$ cat config.mk
export PLATFORM = sky130hd
export DESIGN_NAME = intersection_scheduler
export DESIGN_NICKNAME = d
export VERILOG_FILES = /design/src/rtl/intersection_scheduler.sv
export SDC_FILE = /design/constraint.sdc
export NUM_CORES = 1
export LEC_CHECK = 0
export ABC_CLOCK_PERIOD_IN_PS = 3900
export BUFFER_PORTS_ARGS = -buffer_cell sky130_fd_sc_hd__buf_2
export CAP_MARGIN = 20
export CORE_AREA = 2 2 46 48
export DETAILED_ROUTE_END_ITERATION = 10
export DIE_AREA = 0 0 48 50
export HOLD_SLACK_MARGIN = 0.03
export PLACE_DENSITY_LB_ADDON = 0.08
export SLEW_MARGIN = 20
export SYNTH_ARGS = -nofsm -noshare
export SYNTH_HDL_FRONTEND = slang
export SYNTH_SLANG_ARGS = --single-unit
$ cat constraint.sdc
create_clock -name clk -period 3.9 [get_ports clk]
set_input_delay 0.195 -clock clk [delete_from_list [all_inputs] [get_ports clk]]
set_output_delay 0.195 -clock clk [all_outputs]
set_load 0.02 [all_outputs]
$ cat src/rtl/intersection_scheduler.sv
// Two-road intersection sequencer with pedestrian crossing.
// Main road rests in green; side road and walk are served on demand.
module intersection_scheduler #(
  parameter int MAIN_G = 15,
  parameter int MAIN_Y = 5,
  parameter int SIDE_G = 10,
  parameter int SIDE_Y = 5,
  parameter int ALL_R  = 1,
  parameter int PED_W  = 8
) (
  input  logic       clk,
  input  logic       rst,
  input  logic       tick,
  input  logic       side_sensor,
  input  logic       ped_req,
  output logic [2:0] main_rgy,
  output logic [2:0] side_rgy,
  output logic       walk,
  output logic [3:0] remain,
  output logic [2:0] phase
);

  typedef enum logic [2:0] {
    S_MAIN_GRN = 3'd0,
    S_MAIN_YEL = 3'd1,
    S_CLR1     = 3'd2,
    S_SIDE_GRN = 3'd3,
    S_SIDE_YEL = 3'd4,
    S_CLR2     = 3'd5,
    S_WALK     = 3'd6
  } state_e;

  localparam bit PARAMS_OK =
    (MAIN_G >= 1) && (MAIN_G <= 15) &&
    (MAIN_Y >= 1) && (MAIN_Y <= 15) &&
    (SIDE_G >= 1) && (SIDE_G <= 15) &&
    (SIDE_Y >= 1) && (SIDE_Y <= 15) &&
    (ALL_R  >= 1) && (ALL_R  <= 15) &&
    (PED_W  >= 1) && (PED_W  <= 15);

  state_e     state_q, state_d;
  logic [3:0] remain_q, remain_d;
  logic       side_pend_q, side_pend_d;
  logic       ped_pend_q, ped_pend_d;
  logic [2:0] main_q, main_d;
  logic [2:0] side_q, side_lamp_d;
  logic       walk_q, walk_d;
  logic       side_req, ped_req_c, demand, expire, adv;

  function automatic logic [3:0] dur(state_e s);
    case (s)
      S_MAIN_YEL: dur = 4'(MAIN_Y);
      S_CLR1:     dur = 4'(ALL_R);
      S_SIDE_GRN: dur = 4'(SIDE_G);
      S_SIDE_YEL: dur = 4'(SIDE_Y);
      S_CLR2:     dur = 4'(ALL_R);
      S_WALK:     dur = 4'(PED_W);
      default:    dur = 4'(MAIN_G);
    endcase
  endfunction

  // {main, side, walk}
  function automatic logic [6:0] lamps(state_e s);
    case (s)
      S_MAIN_YEL: lamps = {3'b001, 3'b100, 1'b0};
      S_CLR1:     lamps = {3'b100, 3'b100, 1'b0};
      S_SIDE_GRN: lamps = {3'b100, 3'b010, 1'b0};
      S_SIDE_YEL: lamps = {3'b100, 3'b001, 1'b0};
      S_CLR2:     lamps = {3'b100, 3'b100, 1'b0};
      S_WALK:     lamps = {3'b100, 3'b100, 1'b1};
      default:    lamps = {3'b010, 3'b100, 1'b0};
    endcase
  endfunction

  always_comb begin
    side_req  = side_pend_q | side_sensor;
    ped_req_c = ped_pend_q | ped_req;
    demand    = side_req | ped_req_c;
    expire    = (remain_q <= 4'd1);
    adv       = tick & expire;
    state_d   = state_q;
    remain_d  = remain_q;
    if (tick && remain_q != 4'd0) remain_d = remain_q - 4'd1;
    case (state_q)
      S_MAIN_GRN: if (adv && demand) state_d = S_MAIN_YEL;
      S_MAIN_YEL: if (adv) state_d = S_CLR1;
      S_CLR1:     if (adv) state_d = ped_req_c ? S_WALK : S_SIDE_GRN;
      S_WALK:     if (adv) state_d = side_req ? S_SIDE_GRN : S_CLR2;
      S_SIDE_GRN: if (adv) state_d = S_SIDE_YEL;
      S_SIDE_YEL: if (adv) state_d = S_CLR2;
      S_CLR2:     if (adv) state_d = S_MAIN_GRN;
      default:    state_d = S_MAIN_GRN;
    endcase
    if (state_d != state_q) remain_d = dur(state_d);
    // entering the served phase wins over a same-cycle request
    side_pend_d = side_req &
      ~(state_d == S_SIDE_GRN && state_q != S_SIDE_GRN);
    ped_pend_d = ped_req_c &
      ~(state_d == S_WALK && state_q != S_WALK);
    {main_d, side_lamp_d, walk_d} = lamps(state_d);
  end

  always_ff @(posedge clk) begin
    if (rst) begin
      state_q     <= S_MAIN_GRN;
      remain_q    <= 4'(MAIN_G);
      side_pend_q <= 1'b0;
      ped_pend_q  <= 1'b0;
      main_q      <= 3'b010;
      side_q      <= 3'b100;
      walk_q      <= 1'b0;
    end else begin
      state_q     <= state_d;
      remain_q    <= remain_d;
      side_pend_q <= side_pend_d;
      ped_pend_q  <= ped_pend_d;
      main_q      <= main_d;
      side_q      <= side_lamp_d;
      walk_q      <= walk_d;
    end
  end

  always_ff @(posedge clk) begin
    assert (PARAMS_OK)
      else $error("phase duration parameter outside 1..15");
    if (!rst) begin
      assert (side_q == 3'b100 || main_q == 3'b100)
        else $error("conflicting greens");
    end
  end

  assign main_rgy = main_q;
  assign side_rgy = side_q;
  assign walk     = walk_q;
  assign remain   = remain_q;
  assign phase    = state_q;

endmodule
==> results of run 1 <==
## power by group
group / leakage [nW] / switching (W) / internal, W / total [W]
registers: 0.130 / 0.00000480 / 0.000167 / 0.000172
logic: 0.244 / 0.0000221 / 0.0000128 / 0.0000349
clock network: 0.0210 / 0.0000505 / 0.0000569 / 0.000107
## final cells by class
cell class / count / share of cell area (%)
clock buffers: 4 / 3.43
inverters: 7 / 2.49
multi-input cells: 86 / 52.1
flip-flops and latches: 16 / 30.3
well taps: 27 / 3.20
repair buffers: 18 / 8.52
## kinds of logic after synthesis
logic type,synth area share (%)
multiplexers,1.09
XOR/XNOR,0.953
flip-flops,34.8
AND/OR/NAND/NOR,27.5
adder cells (fa/ha/maj),4.08
buffers and inverters,5.31
AO/OA/AOI/OAI,26.3
## placed cells by master (no fill, tap or decap), types with 2 or more instances in the layout
cell | Yosys | final
sky130_fd_sc_hd__nand2b_1 | 2 | 2
sky130_fd_sc_hd__a21oi_1 | 13 | 13
sky130_fd_sc_hd__or3_1 | 2 | 2
sky130_fd_sc_hd__nor3_1 | 13 | 13
sky130_fd_sc_hd__nor4_1 | 3 | 3
sky130_fd_sc_hd__nor2_1 | 7 | 7
sky130_fd_sc_hd__inv_1 | 7 | 7
sky130_fd_sc_hd__a211oi_1 | 2 | 2
sky130_fd_sc_hd__clkbuf_4 | 0 | 3
sky130_fd_sc_hd__dfxtp_1 | 16 | 16
sky130_fd_sc_hd__o21ai_0 | 3 | 3
sky130_fd_sc_hd__ha_1 | 3 | 3
sky130_fd_sc_hd__nand2_1 | 5 | 5
sky130_fd_sc_hd__a221oi_1 | 2 | 2
sky130_fd_sc_hd__o31ai_1 | 2 | 2
sky130_fd_sc_hd__o221ai_1 | 2 | 2
sky130_fd_sc_hd__buf_2 | 0 | 18
sky130_fd_sc_hd__or4_1 | 2 | 2
sky130_fd_sc_hd__nand3_1 | 2 | 2
sky130_fd_sc_hd__o21a_1 | 4 | 4
## per-stage QoR
stage               instance area [um2]  power, W  util (%)  cells  setup slack [ns]
floorplan                           920  0.000200         -    115              1.86
global placement                   1020  0.000210      53.7    154              1.98
detailed placement                 1020  0.000211      53.7    154              1.84
CTS                                1060  0.000318      55.6    158              1.84
global route                       1060  0.000331      55.6    158              1.65
finish                             1060  0.000314      55.6    158              1.80
## worst max-delay path, stage by stage, from the launching register on
cell and delay, ns:
sky130_fd_sc_hd__dfxtp_1 0.43, sky130_fd_sc_hd__inv_1 0.09, sky130_fd_sc_hd__ha_1 0.24, sky130_fd_sc_hd__or2_0 0.33
sky130_fd_sc_hd__a21oi_1 0.26, sky130_fd_sc_hd__nor3_1 0.12, sky130_fd_sc_hd__or4_1 0.50
## routing by layer
| metal | up-vias | GRT usage (%) | share of wire, % |
|---|---|---|---|
| li1 | 465 | - | - |
| met5 | - | 0 | 0 |
| met2 | 36 | 30.4 | 46 |
| met3 | 4 | 7.69 | 7.3 |
| met4 | 0 | 5.41 | 1.0 |
| met1 | 419 | 27.7 | 45 |
## flip-flops by register name (all words and copies together) (netlist names)
| name | count |
|---|---|
| main_rgy | 3 |
| phase | 3 |
| walk | 1 |
| ped_pend_q | 1 |
| remain | 4 |
| side_rgy | 3 |
| side_pend_q | 1 |
## worst max path at each step
| stage | start | cells past startpoint | end | slack, ns |
|---|---|---|---|---|
| 2_1_floorplan | remain[0] | 7 | remain[3] | 1.86 |
| 4_1_cts | remain[0] | 6 | remain[3] | 1.84 |
| 5_1_grt | remain[0] | 6 | phase[1] | 1.65 |
| 3_5_place_dp | remain[0] | 6 | remain[3] | 1.84 |
| 6_report | remain[0] | 6 | remain[3] | 1.80 |
| 3_3_place_gp | remain[0] | 6 | remain[3] | 1.98 |
==> qor.log, run 1 <==
[final_layout] filler cell count in the final layout 187
[synthesis] cell area after technology mapping 920 um2
[timing] worst hold margin 0.212 ns
[worst_setup_path] setup slack on the worst flop-to-flop path 1.80 ns
[clock_tree] cts hold-fix bufs 0
[synthesis] number of synthesized flops with an enable pin 0
[synthesis] proportion of synthesized chip area in sequential cells 34.8%
[floorplanning] Die X 48 um
[placement] GP Congestion 0.865
[status] run status finished clean
[hold_path] class of the tightest hold or removal check input port to flop
[worst_setup_path] Worst setup EP type flop
[worst_setup_path] capture point of the worst reg-to-reg path remain[3]
[hold_path] hold depth 2
[clock_tree] CTS Root Cell sky130_fd_sc_hd__clkbuf_4
[synthesis] #FFs+latches synth 16
[floorplanning] Top-Level Pins 19
[worst_setup_path] highest fanout seen on the critical path 6
[run] Max Cap Violations 0
[worst_setup_path] Reg2Reg Launch Point remain[0]
[drt] Remaining DRCs 0
[grt] global-route usage over all layers 20.6%
[synthesis] number of warnings issued by yosys 0
[synthesis] Primary FF master, synth sky130_fd_sc_hd__dfxtp_1
[power_and_ir_drop] leakage component of the power 0.395 nW
[timing] RSZ-0062 raised after global routing no
[placement] Port-buffer cells 18
[clock_tree] number of buffers inserted to repair setup after CTS 0
[timing] final hold violation count 0
[drt] sum of routed wire length over all layers 2090 um
[drt] number of search-and-repair iterations in the first detailed-routing pass 4
[floorplanning] die height 50 um
[clock_tree] number of cells upsized or downsized after cts 0
[timing] setup violators final 0
[worst_setup_path] kind of launch point of the worst setup path flop
[drt] Antenna Violating Nets Remaining 0
[grt] maximum number of pins on one net before global-route repair 20
[timing] max-slew headroom at the worst pin 43.4%
[synthesis] total nets after synthesis 123
[final_layout] antenna cell count 0
[drt] routed length per instance 13.2 um
[power_and_ir_drop] Cell Pwr Density 297 nW/um2
[clock_tree] clock tree from TritonCTS done
[timing] final clock skew 0.00180 ns
[worst_setup_path] cell depth of the worst flop-to-flop path 6
[synthesis] cells after synthesis 115
[synthesis] count leader, synth sky130_fd_sc_hd__dfxtp_1
[final_layout] net total in the final layout 140
[final_layout] share of layout cells above drive strength 1 21.4%
[timing] clock period minus worst slack 2.10 ns
[clock_tree] CTS Sinks 16
[final_layout] multi-input combinational cell area 551 um2
[timing] final worst path period share 53.7%
[floorplanning] starting density of the core 48.4%
[floorplanning] die outline area 2400 um2
[drt] Initial DRC Count 23
[worst_setup_path] CP arrival 2.26 ns
[clock_tree] htree depth 1
[grt] overflow left after global routing 0
[timing] total negative slack 0 ns
[synthesis] distinct cell type count after synthesis 38
[placement] Final HPWL DP 1520 um
[synthesis] Avg Cell Area, Syn 8.00 um2
[timing] Max Transition Viols Final 0
[power_and_ir_drop] maximum ir drop on the vdd rail 0.166 mV
[clock_tree] clock latency at the later pin of the worst-skew pair 0.29 ns
[grt] initial antenna violation count 0
[clock_tree] number of CTS-inserted buffers 3
[timing] transition at the pin with the smallest max-transition slack 0.842 ns
[hold_path] critical hold path startpoint rst
[synthesis] largest cells by area after synthesis sky130_fd_sc_hd__dfxtp_1 (35%), sky130_fd_sc_hd__a21oi_1 (7.1%), sky130_fd_sc_hd__nor3_1 (7.1%), sky130_fd_sc_hd__ha_1 (4.1%), sky130_fd_sc_hd__o21a_1 (3.3%)
[synthesis] top cell type by total area after synthesis sky130_fd_sc_hd__dfxtp_1
[drt] total via count in the routed design 924
[synthesis] ys async rst share 0%
[final_layout] area growth from synthesis to final layout 15.0%
[final_layout] Storage cell area 320 um2
[floorplanning] Rows 16
[hold_path] destination of the worst hold path phase[2]
[floorplanning] Placeable Area 1900 um2
[drt] vias per inst 5.85
[synthesis] share of Yosys cell area claimed by the top area cell type 34.8%
[synthesis] most used standard cells in the synthesized netlist sky130_fd_sc_hd__dfxtp_1 (16), sky130_fd_sc_hd__a21oi_1 (13), sky130_fd_sc_hd__nor3_1 (13)
[worst_setup_path] required time at the worst-slack endpoint 4.07 ns
[grt] via count of the first global-routing pass 842
[worst_setup_path] category of the most critical setup path flop to flop
[clock_tree] Clock Pin Slew Worst Setup and Hold Paths 0.09 ns
[grt] wire length of the first global-routing pass 3600 um
[clock_tree] maximum buffer depth of the clock tree 2
[timing] upper clock frequency limit 0.477 GHz
Power figures use the tool's default switching activity.
==> run 2, diff against run 1 <==
--- a/config.mk
+++ b/config.mk
@@ -5,12 +5,13 @@
 export SDC_FILE = /design/constraint.sdc
 export NUM_CORES = 1
 export LEC_CHECK = 0
-export ABC_CLOCK_PERIOD_IN_PS = 3900
+export ABC_AREA = 1
+export ABC_CLOCK_PERIOD_IN_PS = 1700
 export BUFFER_PORTS_ARGS = -buffer_cell sky130_fd_sc_hd__buf_2
 export CAP_MARGIN = 20
-export CORE_AREA = 2 2 46 48
+export CORE_AREA = 2 2 50 52
 export DETAILED_ROUTE_END_ITERATION = 10
-export DIE_AREA = 0 0 48 50
+export DIE_AREA = 0 0 52 54
 export HOLD_SLACK_MARGIN = 0.03
 export PLACE_DENSITY_LB_ADDON = 0.08
 export SLEW_MARGIN = 20
==> constraint.sdc (replaced) <==
create_clock -name clk -period 1.7 [get_ports clk]
set_input_delay 0.085 -clock clk [delete_from_list [all_inputs] [get_ports clk]]
set_output_delay 0.085 -clock clk [all_outputs]
set_load 0.02 [all_outputs]
==> run 2 against run 1 <==
Compared with the run above:
- flip-flop and latch count stayed put
- critical path type unchanged
- die area is 17% higher
- via count is 29% higher
- sequential power is 130% higher
- non-clock buffer count is 29 higher
- the run now ends with setup timing left
- count of clock-buffer cells in the layout is 1 lower
==> qor.log, run 2 <==
[status] run status complete, but fails checks [was finished clean]
[status] violations in the final reports setup timing
[synthesis] fraction of the mapped netlist area in simple logic gates 46.6% [was 27.5%]
[timing] clock period minus worst slack 1.86 ns [was 2.10 ns]
[clock_tree] CTS Root Cell sky130_fd_sc_hd__clkbuf_4 [unchanged]
[synthesis] top cell type by total area after synthesis sky130_fd_sc_hd__dfxtp_1 [unchanged]
[timing] max-slew headroom at the worst pin 81.0% [was 43.4%]
[power_and_ir_drop] leakage component of the power 0.895 nW [was 0.395 nW]
[synthesis] proportion of synthesized chip area in sequential cells 29.7% [was 34.8%]
[worst_setup_path] cells along the critical path inv_4 -> ha_4 -> inv_4 -> nand2_4 -> nand3_4 -> nand2_2 -> nand2_2 -> nor2_4 -> nand2_2 -> nand2_4 -> nand3_4 -> o21bai_1 -> nand2_1 -> nand2_1 [was inv_1 -> ha_1 -> or2_0 -> a21oi_1 -> nor3_1 -> or4_1]
[synthesis] total nets after synthesis 174 [was 123]
[drt] total via count in the routed design 1194 [was 924]
[final_layout] flip-flop count of the largest register after layout 4 [unchanged]
[synthesis] most used standard cells in the synthesized netlist sky130_fd_sc_hd__nand2_1 (40), sky130_fd_sc_hd__nor2_1 (28), sky130_fd_sc_hd__inv_1 (24) [was sky130_fd_sc_hd__dfxtp_1 (16), sky130_fd_sc_hd__a21oi_1 (13), sky130_fd_sc_hd__nor3_1 (13)]
[clock_tree] htree depth 1 [unchanged]
[synthesis] count leader, synth sky130_fd_sc_hd__nand2_1 [was sky130_fd_sc_hd__dfxtp_1]
[clock_tree] Clock Pin Slew Worst Setup and Hold Paths 0.09 ns [about the same]
[timing] RSZ-0062 raised after global routing yes [was no]
[grt] maximum number of pins on one net before global-route repair 11 [was 20]
[final_layout] filler cell count in the final layout 208 [was 187]
[grt] wire length of the first global-routing pass 4460 um [was 3600 um]
[timing] worst hold margin 0.0832 ns [was 0.212 ns]
[floorplanning] Placeable Area 2320 um2 [was 1900 um2]
[worst_setup_path] cell type of the slowest stage on the worst timing path sky130_fd_sc_hd__dfxtp_4 [was sky130_fd_sc_hd__or4_1]
[power_and_ir_drop] net switching power 0.000222 W [was 0.0000774 W]
[worst_setup_path] category of the most critical setup path flop to flop [unchanged]
[synthesis] largest cells by area after synthesis sky130_fd_sc_hd__dfxtp_1 (30%), sky130_fd_sc_hd__nand2_1 (14%), sky130_fd_sc_hd__nor2_1 (9.7%), sky130_fd_sc_hd__inv_1 (8.4%), sky130_fd_sc_hd__nand3_1 (5.1%) [was sky130_fd_sc_hd__dfxtp_1 (35%), sky130_fd_sc_hd__a21oi_1 (7.1%), sky130_fd_sc_hd__nor3_1 (7.1%), sky130_fd_sc_hd__ha_1 (4.1%), sky130_fd_sc_hd__o21a_1 (3.3%)]
[worst_setup_path] Most Frequent Cell on Critical Path sky130_fd_sc_hd__nand2_2
[power_and_ir_drop] sw frac 28.7% [was 24.6%]
[floorplanning] starting density of the core 46.5% [was 48.4%]
[placement] Final HPWL DP 2030 um [was 1520 um]
[drt] Remaining DRCs 0 [unchanged]
[drt] Antenna Violating Nets Remaining 0 [unchanged]
[final_layout] net total in the final layout 225 [was 140]
[synthesis] cells after synthesis 166 [was 115]
[timing] setup violators final 9 [was 0]
[worst_setup_path] kind of launch point of the worst setup path flop [unchanged]
[worst_setup_path] dominant delay contributor by cell family on the critical path simple AND/OR/NAND/NOR gates [unchanged]
[drt] vias per inst 4.85 [was 5.85]
[synthesis] main combinational cell family by area after synthesis simple AND/OR/NAND/NOR gates [unchanged]
[synthesis] Primary FF master, synth sky130_fd_sc_hd__dfxtp_1 [unchanged]
[worst_setup_path] Reg2Reg Launch Point remain[0] [unchanged]
[power_and_ir_drop] clock power share 26.3% [was 34.2%]
[synthesis] Avg Cell Area, Syn 6.50 um2 [was 8.00 um2]
[worst_setup_path] highest fanout seen on the critical path 7 [was 6]
[synthesis] post-synthesis share of cell area spent on xor and xnor gates 0% [was 0.952%]
[floorplanning] Die X 52 um [was 48 um]
[final_layout] area growth from synthesis to final layout 46.1% [was 15.0%]
[floorplanning] die outline area 2810 um2 [was 2400 um2]
[synthesis] complex-gate fraction of the synthesized area 9.74% [was 26.3%]
[worst_setup_path] launch point of the critical path remain[0] [unchanged]
[power_and_ir_drop] Cell Pwr Density 490 nW/um2 [was 297 nW/um2]
[synthesis] number of warnings issued by yosys 0 [unchanged]
[grt] initial antenna violation count 0 [unchanged]
[grt] via count of the first global-routing pass 1014 [was 842]
[synthesis] post-synthesis mux area share 0% [was 1.09%]
[drt] sum of routed wire length over all layers 2860 um [was 2090 um]
[timing] final worst path period share 110% [was 53.7%]
[power_and_ir_drop] Comb power frac 22.1% [was 11.1%]
[timing] transition at the pin with the smallest max-transition slack 0.284 ns [was 0.842 ns]
[grt] overflow left after global routing 0 [unchanged]
[timing] Setup WS post-layout -0.163 ns [was 1.80 ns]
[synthesis] cell area after technology mapping 1080 um2 [was 920 um2]
[synthesis] adder and majority cell fraction of the synthesized area 3.48% [was 4.08%]
[timing] total negative slack -0.609 ns [was 0 ns]
[drt] Initial DRC Count 27 [was 23]
[synthesis] #FFs+latches synth 16 [unchanged]
[placement] Port-buffer cells 18 [unchanged]
[worst_setup_path] CP arrival 2.06 ns [was 2.26 ns]
[floorplanning] die height 54 um [was 50 um]
[worst_setup_path] Crit path largest cell delay 0.38 ns [was 0.50 ns]
[power_and_ir_drop] maximum ir drop on the vdd rail 0.642 mV [was 0.166 mV]
[final_layout] leading cell type in the layout, fill and taps excluded sky130_fd_sc_hd__nand2_1 [was sky130_fd_sc_hd__buf_2]
[synthesis] share of Yosys cell area claimed by the top area cell type 29.7% [was 34.8%]
[worst_setup_path] required time at the worst-slack endpoint 1.90 ns [was 4.07 ns]
[worst_setup_path] Worst setup EP type flop [unchanged]
[timing] Max Transition Viols Final 0 [unchanged]
[clock_tree] CTS Sinks 16 [unchanged]
[floorplanning] Rows 18 [was 16]
[run] Max Cap Violations 0 [unchanged]
[grt] global-route usage over all layers 21.3% [was 20.6%]
[placement] Post-Place Worst Slack -0.114 ns [was 1.84 ns]
[power_and_ir_drop] internal power 0.000549 W [was 0.000237 W]
[hold_path] class of the tightest hold or removal check input port to flop [unchanged]
[synthesis] number of synthesized flops with an enable pin 0 [unchanged]
[hold_path] critical hold path startpoint rst [unchanged]
[clock_tree] clock latency at the later pin of the worst-skew pair 0.29 ns [about the same]
[final_layout] share of layout cells above drive strength 1 43.5% [was 21.4%]
[placement] GP Congestion 0.930 [was 0.865]
[clock_tree] maximum buffer depth of the clock tree 2 [unchanged]
[worst_setup_path] number of buffers and inverters on the critical path 2 [was 1]
[timing] upper clock frequency limit 0.537 GHz [was 0.477 GHz]
[synthesis] distinct cell type count after synthesis 24 [was 38]
[final_layout] commonest non-fill, non-tap cells in the layout sky130_fd_sc_hd__nand2_1 (35), sky130_fd_sc_hd__buf_4 (28), sky130_fd_sc_hd__nor2_1 (24) [was sky130_fd_sc_hd__buf_2 (18), sky130_fd_sc_hd__dfxtp_1 (16), sky130_fd_sc_hd__nor3_1 (13), sky130_fd_sc_hd__a21oi_1 (13)]
[drt] routed length per instance 11.6 um [was 13.2 um]
[floorplanning] Top-Level Pins 19 [unchanged]
[clock_tree] number of CTS-inserted buffers 3 [unchanged]
[drt] number of search-and-repair iterations in the first detailed-routing pass 4 [unchanged]
[timing] final hold violation count 0 [unchanged]
[final_layout] antenna cell count 0 [unchanged]
[timing] final clock skew 0.00680 ns [was 0.00180 ns]
[clock_tree] clock tree from TritonCTS done [unchanged]
[synthesis] ys async rst share 0% [unchanged]
[power_and_ir_drop] sequential share of power 51.7% [was 54.7%]
==> run 2: worst paths after layout <==
kind / endpoint / slack (ns) / cells after the start
max: remain[1] / -0.16 / 14
min: side_rgy[1] / 0.08 / 2
max reg2reg: remain[1] / -0.16 / 14
min reg2reg: remain[1] / 0.61 / 3
==> run 2: repair_timing <==
action,4_1_cts,5_1_grt
endpoints found under the setup margin,11,13
hold buffers,0,0
pin swaps,15,8
setup buffers,10,1
gates resized for setup,7,12
gates cloned,1,0
==> run 2: cells by family (layout without fill, tap and decap cells) <==
| kind of cell | count (synthesis) | after routing |
|---|---|---|
| DFF | 16 | 16 |
| and+or+nand+nor | 101 | 102 |
| adders and majority gates | 3 | 3 |
| AOI/OAI and AO/OA | 17 | 17 |
| buffers and inverters | 29 | 78 |
==> run 2: area by class of cell <==
cell class	count	area, um2	share of cell area [%]
Multi-Input combinational cell	122	763	48.5
Sequential cell	16	328	20.8
Timing Repair Buffer	47	312	19.8
Inverter	27	109	6.91
Tap cell	30	37.5	2.38
Clock buffer	3	22.5	1.43
Clock inverter	1	3.75	0.238
==> run 2: power groups by stage <==
stage | Sequential [W] | Combinational [W] | Clock [W]
2_1_floorplan | 0.000421 | 0.0000778 | 0
3_3_place_gp | 0.000407 | 0.000142 | 0
3_5_place_dp | 0.000408 | 0.000143 | 0
4_1_cts | 0.000399 | 0.000157 | 0.000206
5_1_grt | 0.000400 | 0.000188 | 0.000224
6_report | 0.000398 | 0.000170 | 0.000203
==> run 2: per-layer routing <==
layer	vias up	part of all wire [%]	GRT usage, %
met1	543	48	27.8
met5	-	0	0
met2	28	47	35.4
met3	5	3.6	2.50
li1	618	-	-
met4	0	1.6	9.21
==> run 2: stage by stage <==
step	cells	utilization, %	cell area [um2]	power (W)
finish	246	67.9	1580	0.000771
global route	246	67.9	1580	0.000812
CTS	245	65.5	1520	0.000762
detailed placement	230	59.6	1380	0.000551
global placement	230	59.6	1380	0.000549
floorplan	166	-	1130	0.000499
==> run 2: worst register-to-register path: cells and delay by family, from the launching register on <==
kind | cells | cell delay (ns)
AO/OA/AOI/OAI | 1 | 0.20
adder cells (fa/ha/maj) | 1 | 0.16
buffers and inverters | 2 | 0.10
flip-flops | 1 | 0.38
AND/OR/NAND/NOR | 10 | 0.93
